File: config.mk
export PLATFORM = sky130hd
export DESIGN_NAME = dzcpu_useq
export DESIGN_NICKNAME = d
export VERILOG_FILES = /design/src/rtl/dzcpu_useq.sv
export SDC_FILE = /design/constraint.sdc
export NUM_CORES = 1
export LEC_CHECK = 0
export ABC_AREA = 1
export BUFFER_PORTS_ARGS = -buffer_cell sky130_fd_sc_hd__buf_4
export CORE_ASPECT_RATIO = 1.5
export CORE_MARGIN = 3
export CORE_UTILIZATION = 34
export DETAILED_ROUTE_END_ITERATION = 8
export GPL_ROUTABILITY_DRIVEN = 0
export HOLD_SLACK_MARGIN = 0.05
export MAX_ROUTING_LAYER = met4
export PLACE_DENSITY = 0.71
export SYNTH_ARGS = -nofsm -noshare
export SYNTH_HDL_FRONTEND = slang
export SYNTH_SLANG_ARGS = --single-unit
File: constraint.sdc
create_clock -name iClock -period 1.75 [get_ports iClock]
set_input_delay 0.175 -clock iClock [delete_from_list [all_inputs] [get_ports iClock]]
set_output_delay 0.175 -clock iClock [all_outputs]
set_load 0.005 [all_outputs]
File: src/rtl/dzcpu_useq.sv
// Micro-sequencer for the dzcpu core: latches opcodes, dispatches them through the
// opcode/CB lookup tables and walks the microcode ROM one micro-op per cycle.
module dzcpu_useq #(
  parameter int FLOW_W = 3,
  parameter int OP_W   = 5,
  parameter int REG_W  = 4,
  parameter logic [FLOW_W-1:0] FLOW_OP        = 3'd0,
  parameter logic [FLOW_W-1:0] FLOW_INC       = 3'd1,
  parameter logic [FLOW_W-1:0] FLOW_EOF       = 3'd2,
  parameter logic [FLOW_W-1:0] FLOW_INC_EOF   = 3'd3,
  parameter logic [FLOW_W-1:0] FLOW_INC_EOF_Z = 3'd4,
  parameter logic [OP_W-1:0]   OP_JCB         = 5'd31
) (
  input  logic              iClock,
  input  logic              iReset,
  input  logic [7:0]        iMemData,
  input  logic              iStall,
  input  logic              iZeroFlag,
  input  logic [7:0]        iUopFlowIdx,
  input  logic [7:0]        iCbUopFlowIdx,
  input  logic [11:0]       iUop,
  output logic [7:0]        oMop,
  output logic [7:0]        oCbMop,
  output logic [7:0]        oUopAddr,
  output logic              oUopValid,
  output logic [OP_W-1:0]   oUopOp,
  output logic [REG_W-1:0]  oUopReg,
  output logic              oPcInc,
  output logic              oMopDone
);

  typedef enum logic [1:0] {S_FETCH, S_DISPATCH, S_CBDISPATCH, S_EXEC} state_t;

  state_t state, state_nxt;
  logic [7:0] mop, mop_nxt;
  logic [7:0] cb_mop, cb_mop_nxt;
  logic [7:0] uaddr, uaddr_nxt;
  logic uop_valid, pc_inc, mop_done;

  logic [FLOW_W-1:0] flow;
  logic [OP_W-1:0]   uop_op;
  logic [REG_W-1:0]  uop_reg;

  assign flow    = iUop[OP_W+REG_W +: FLOW_W];
  assign uop_op  = iUop[REG_W +: OP_W];
  assign uop_reg = iUop[0 +: REG_W];

  always_ff @(posedge iClock) begin
    if (iReset) begin
      state  <= S_FETCH;
      mop    <= '0;
      cb_mop <= '0;
      uaddr  <= '0;
    end else begin
      state  <= state_nxt;
      mop    <= mop_nxt;
      cb_mop <= cb_mop_nxt;
      uaddr  <= uaddr_nxt;
    end
  end

  // A stall leaves every register at its current value and silences all strobes.
  always_comb begin
    state_nxt  = state;
    mop_nxt    = mop;
    cb_mop_nxt = cb_mop;
    uaddr_nxt  = uaddr;
    uop_valid  = 1'b0;
    pc_inc     = 1'b0;
    mop_done   = 1'b0;
    if (!iStall) begin
      unique case (state)
        S_FETCH: begin
          mop_nxt   = iMemData;
          state_nxt = S_DISPATCH;
        end
        S_DISPATCH: begin
          uaddr_nxt = iUopFlowIdx;
          state_nxt = S_EXEC;
        end
        S_CBDISPATCH: begin
          uaddr_nxt = iCbUopFlowIdx;
          state_nxt = S_EXEC;
        end
        S_EXEC: begin
          pc_inc = (flow == FLOW_INC) || (flow == FLOW_INC_EOF) || (flow == FLOW_INC_EOF_Z);
          // The CB jump replaces the flow advance; only the PC request survives.
          if (uop_op == OP_JCB) begin
            cb_mop_nxt = iMemData;
            state_nxt  = S_CBDISPATCH;
          end else begin
            uop_valid = 1'b1;
            case (flow)
              FLOW_EOF, FLOW_INC_EOF: begin
                mop_done  = 1'b1;
                state_nxt = S_FETCH;
              end
              FLOW_INC_EOF_Z: begin
                if (iZeroFlag) begin
                  uop_valid = 1'b0;
                  mop_done  = 1'b1;
                  state_nxt = S_FETCH;
                end else begin
                  uaddr_nxt = uaddr + 8'd1;
                end
              end
              FLOW_OP, FLOW_INC: uaddr_nxt = uaddr + 8'd1;
              default:           uaddr_nxt = uaddr + 8'd1;
            endcase
          end
        end
        default: state_nxt = S_FETCH;
      endcase
    end
  end

  // Every output reads as zero for as long as reset is held.
  assign oMop      = iReset ? '0 : mop;
  assign oCbMop    = iReset ? '0 : cb_mop;
  assign oUopAddr  = iReset ? '0 : uaddr;
  assign oUopOp    = iReset ? '0 : uop_op;
  assign oUopReg   = iReset ? '0 : uop_reg;
  assign oUopValid = uop_valid & ~iReset;
  assign oPcInc    = pc_inc & ~iReset;
  assign oMopDone  = mop_done & ~iReset;

endmodule

==> out/qor.yml <==
logic_synthesis:
  syn_nets: 315
  netlist_instances: 269
  synth_top_area_share: 0.306
  synth_flop_cell: "dfxtp_1"
  synth.mux.area_fraction: 0
  synth_edf_count: 0
  ys_ff_latch: 26
  synth_compound_area_frac: 0.140
  syn_area_um2: 1700
  yosysUniqueCellTypes: 24
  synth-simple-area-share: 0.365
  avgSynthCellArea_um2: 6.32
  synth_top_family_by_area: "simple AND/OR/NAND/NOR gates"
  synthAdderAreaFrac: 0.0442
  synth_seq_area_share: 0.306
  ys_top_cells_by_area: "dfxtp_1 (31%), nand2_1 (11%), nor2_1 (11%), inv_1 (9.1%), a21oi_1 (5.6%)"
  synth_xor_area_frac: 0
  synth-warning-count: 0
  yosysTopAreaCell: "dfxtp_1"
  async_flop_share: 0
setup_path:
  worst-path-buf-inv: 2
  end_kind: "flip-flop"
  slowest_delay_ps: 430
  cpMaxStageDelayCell: "ha_1"
  critPathKind: "flip-flop to flip-flop"
  crit_fanout: 9
  crit_chain: "inv_1 -> ha_1 -> nor2_4 -> buf_12 -> a22oi_1 -> nand2_1 -> nor2_2 -> nor2_2"
  startpoint_type: "flip-flop"
  cp_top_family: "adder cells"
  cp_data_arrival_time_ps: 1790
  crit_top_cell: "nor2_2"
  cp.required_ps: 1920
global_route:
  grt_max_degree: 20
  grt_pass1_wl_um: 7440
  antenna_found_initial: 0
  globalRouteTotalUtil: 0.159
  grt_overflow: 0
  grt_pass1_vias: 1737
cts:
  cts_max_path_buffers: 2
  cts.reportedPaths.clkPinSlew_ps: 90
  numCtsBuffers: 3
  clkLatencyLatePin_ps: 270
  htree_levels: 1
  cts_hold_buffers: 0
  cts.sink_count: 26
  cts_tree: "done"
  clockRootBuffer: "clkbuf_8"
pwr:
  intPower_uw: 931
  p_switching_uw: 359
  combPwrFrac: 0.244
  vdd_drop_max_v: 0.000292
  cellLeakagePower_uw: 0.00119
  swShare: 0.278
  power_density_nw_per_um2: 544
  seq_power_share: 0.500
  clkPwrFrac: 0.256
placed_design:
  dp_slack_ps: 162
  port_buffers: 75
  dp_hpwl_um: 3610
finish:
  multi_input_area_um2: 945
  regArea_um2: 523
  nNetsFinal: 389
  fillers: 486
  syn2layout_area_growth_pct: 39.5
  n_antenna_cell: 0
  drive_gt1_frac: 0.334
floorplanning:
  die_w_um: 63.7
  fp.coreArea_um2: 4690
  die_area_um2: 5900
  num_rows: 30
  die_h_um: 92.6
  ios: 76
  start_util: 0.362
sta:
  finalCritPeriodShare: 0.921
  tightest_slew_ps: 438
  setup_violations: 0
  fin_skew_ps: 9.18
  layout_min_cycle_time_ps: 1610
  rsz0062_at_grt: "no"
  setup_slack_ps: 137
  max_freq_mhz: 620
  drv_slew: 0
  tns_ps: 0
  max_slew_margin: 0.707
  finalHoldViolations: 0
detailed_routing:
  routedWlPerCell_um: 11.1
  vias: 1850
  drtIter0Drc: 113
  post-route-drc-count: 0
  routed_wl_um: 4480
  vias_per_cell: 4.57
  first_pass_iters: 5
  antenna_left: 0
outcome:
  status: "complete, no violations"
job:
  cap_violations: 0
worst_hold_path:
  min_path_type: "input port to flip-flop"
logic make-up after synthesis:
logic type	after synthesis
fa+ha+maj	6
flops	26
buf+inv	55
compound gates	44
simple gates	138
metrics by stage:
step                      total power (uW)  std cells  hold slack [ps]  instance area (um2)  utilization
after floorplan                        824        269              348                 1700            -
after global placement                 964        401              438                 2290        0.489
after detailed placement               969        401              444                 2290        0.489
after CTS                             1300        404              181                 2340        0.498
after global routing                  1360        405              205                 2370        0.505
final                                 1290        405              181                 2370        0.505
cell type report:
class | instances | share of cell area
Clock buffer | 3 | 0.0174
Multi-Input combinational cell | 188 | 0.399
Sequential cell | 26 | 0.221
Inverter | 44 | 0.0707
Tap cell | 64 | 0.0338
Timing Repair Buffer | 80 | 0.259
path summary, 6_finish.rpt:
| kind | start | end | slack [ps] | cells after the start |
|---|---|---|---|---|
| setup / recovery | state[0] | uaddr[6] | 140 | 8 |
| hold / removal | iMemData[6] | cb_mop[6] | 180 | 3 |
| setup reg to reg | state[0] | uaddr[6] | 140 | 8 |
| hold reg to reg | cb_mop[0] | cb_mop[0] | 450 | 2 |
Yosys cell counts (2+ instances only):
| cell type | count |
|---|---|
| nand3_2 | 2 |
| nor2_2 | 14 |
| a21oi_1 | 19 |
| dfxtp_1 | 26 |
| inv_1 | 41 |
| buf_1 | 3 |
| o21ai_1 | 3 |
| nand3_1 | 15 |
| o211ai_1 | 2 |
| ha_1 | 6 |
| nor2_4 | 2 |
| nand2_2 | 5 |
| buf_2 | 5 |
| nor2_1 | 48 |
| o21ai_0 | 15 |
| a22oi_1 | 3 |
| buf_6 | 2 |
| inv_2 | 2 |
| nand2_1 | 51 |
timing repair:
action | CTS | global route
endpoints found under the setup margin | 1 | 3
pin swaps | 0 | 1
cloned | 0 | 0
setup buffers | 0 | 1
resized for setup | 1 | 3
hold endpoints to repair | 0 | 0
cell usage in the layout (no fill, tap or decap), drive strengths merged:
| cell type | count |
|---|---|
| a22oi | 3 |
| nand2 | 57 |
| dfxtp | 26 |
| buf | 80 |
| nand3 | 17 |
| nor2 | 64 |
| o21ai | 18 |
| inv | 44 |
| clkbuf | 3 |
| a31oi | 1 |
| ha | 6 |
| a21oi | 20 |
| o211ai | 2 |
metal layers:
| metal | routed length, um | track usage | vias up |
|---|---|---|---|
| met3 | 275 | 0.0267 | 4 |
| met2 | 2180 | 0.274 | 66 |
| li1 | - | - | 973 |
| met4 | 79 | 0.0685 | 0 |
| met1 | 1950 | 0.180 | 807 |
| met5 | 0 | - | - |
worst min-delay path: cells and delay by family:
| kind | cells | cell delay [ps] |
|---|---|---|
| AOI/OAI and AO/OA | 2 | 160 |
| buffers and inverters | 1 | 80 |
power by group through the flow:
stage          sequential, uW  combinational [uW]  clock [uW]
6_report                  645                 315         330
5_1_grt                   648                 354         361
4_1_cts                   643                 314         338
3_5_place_dp              656                 313           0
3_3_place_gp              656                 308           0
2_1_floorplan             651                 173           0
registers in the layout (all words and copies together), names as in the netlist:
register,cells
cb_mop,8
mop,8
uaddr,8
state,2
Power figures use the tool's default switching activity.
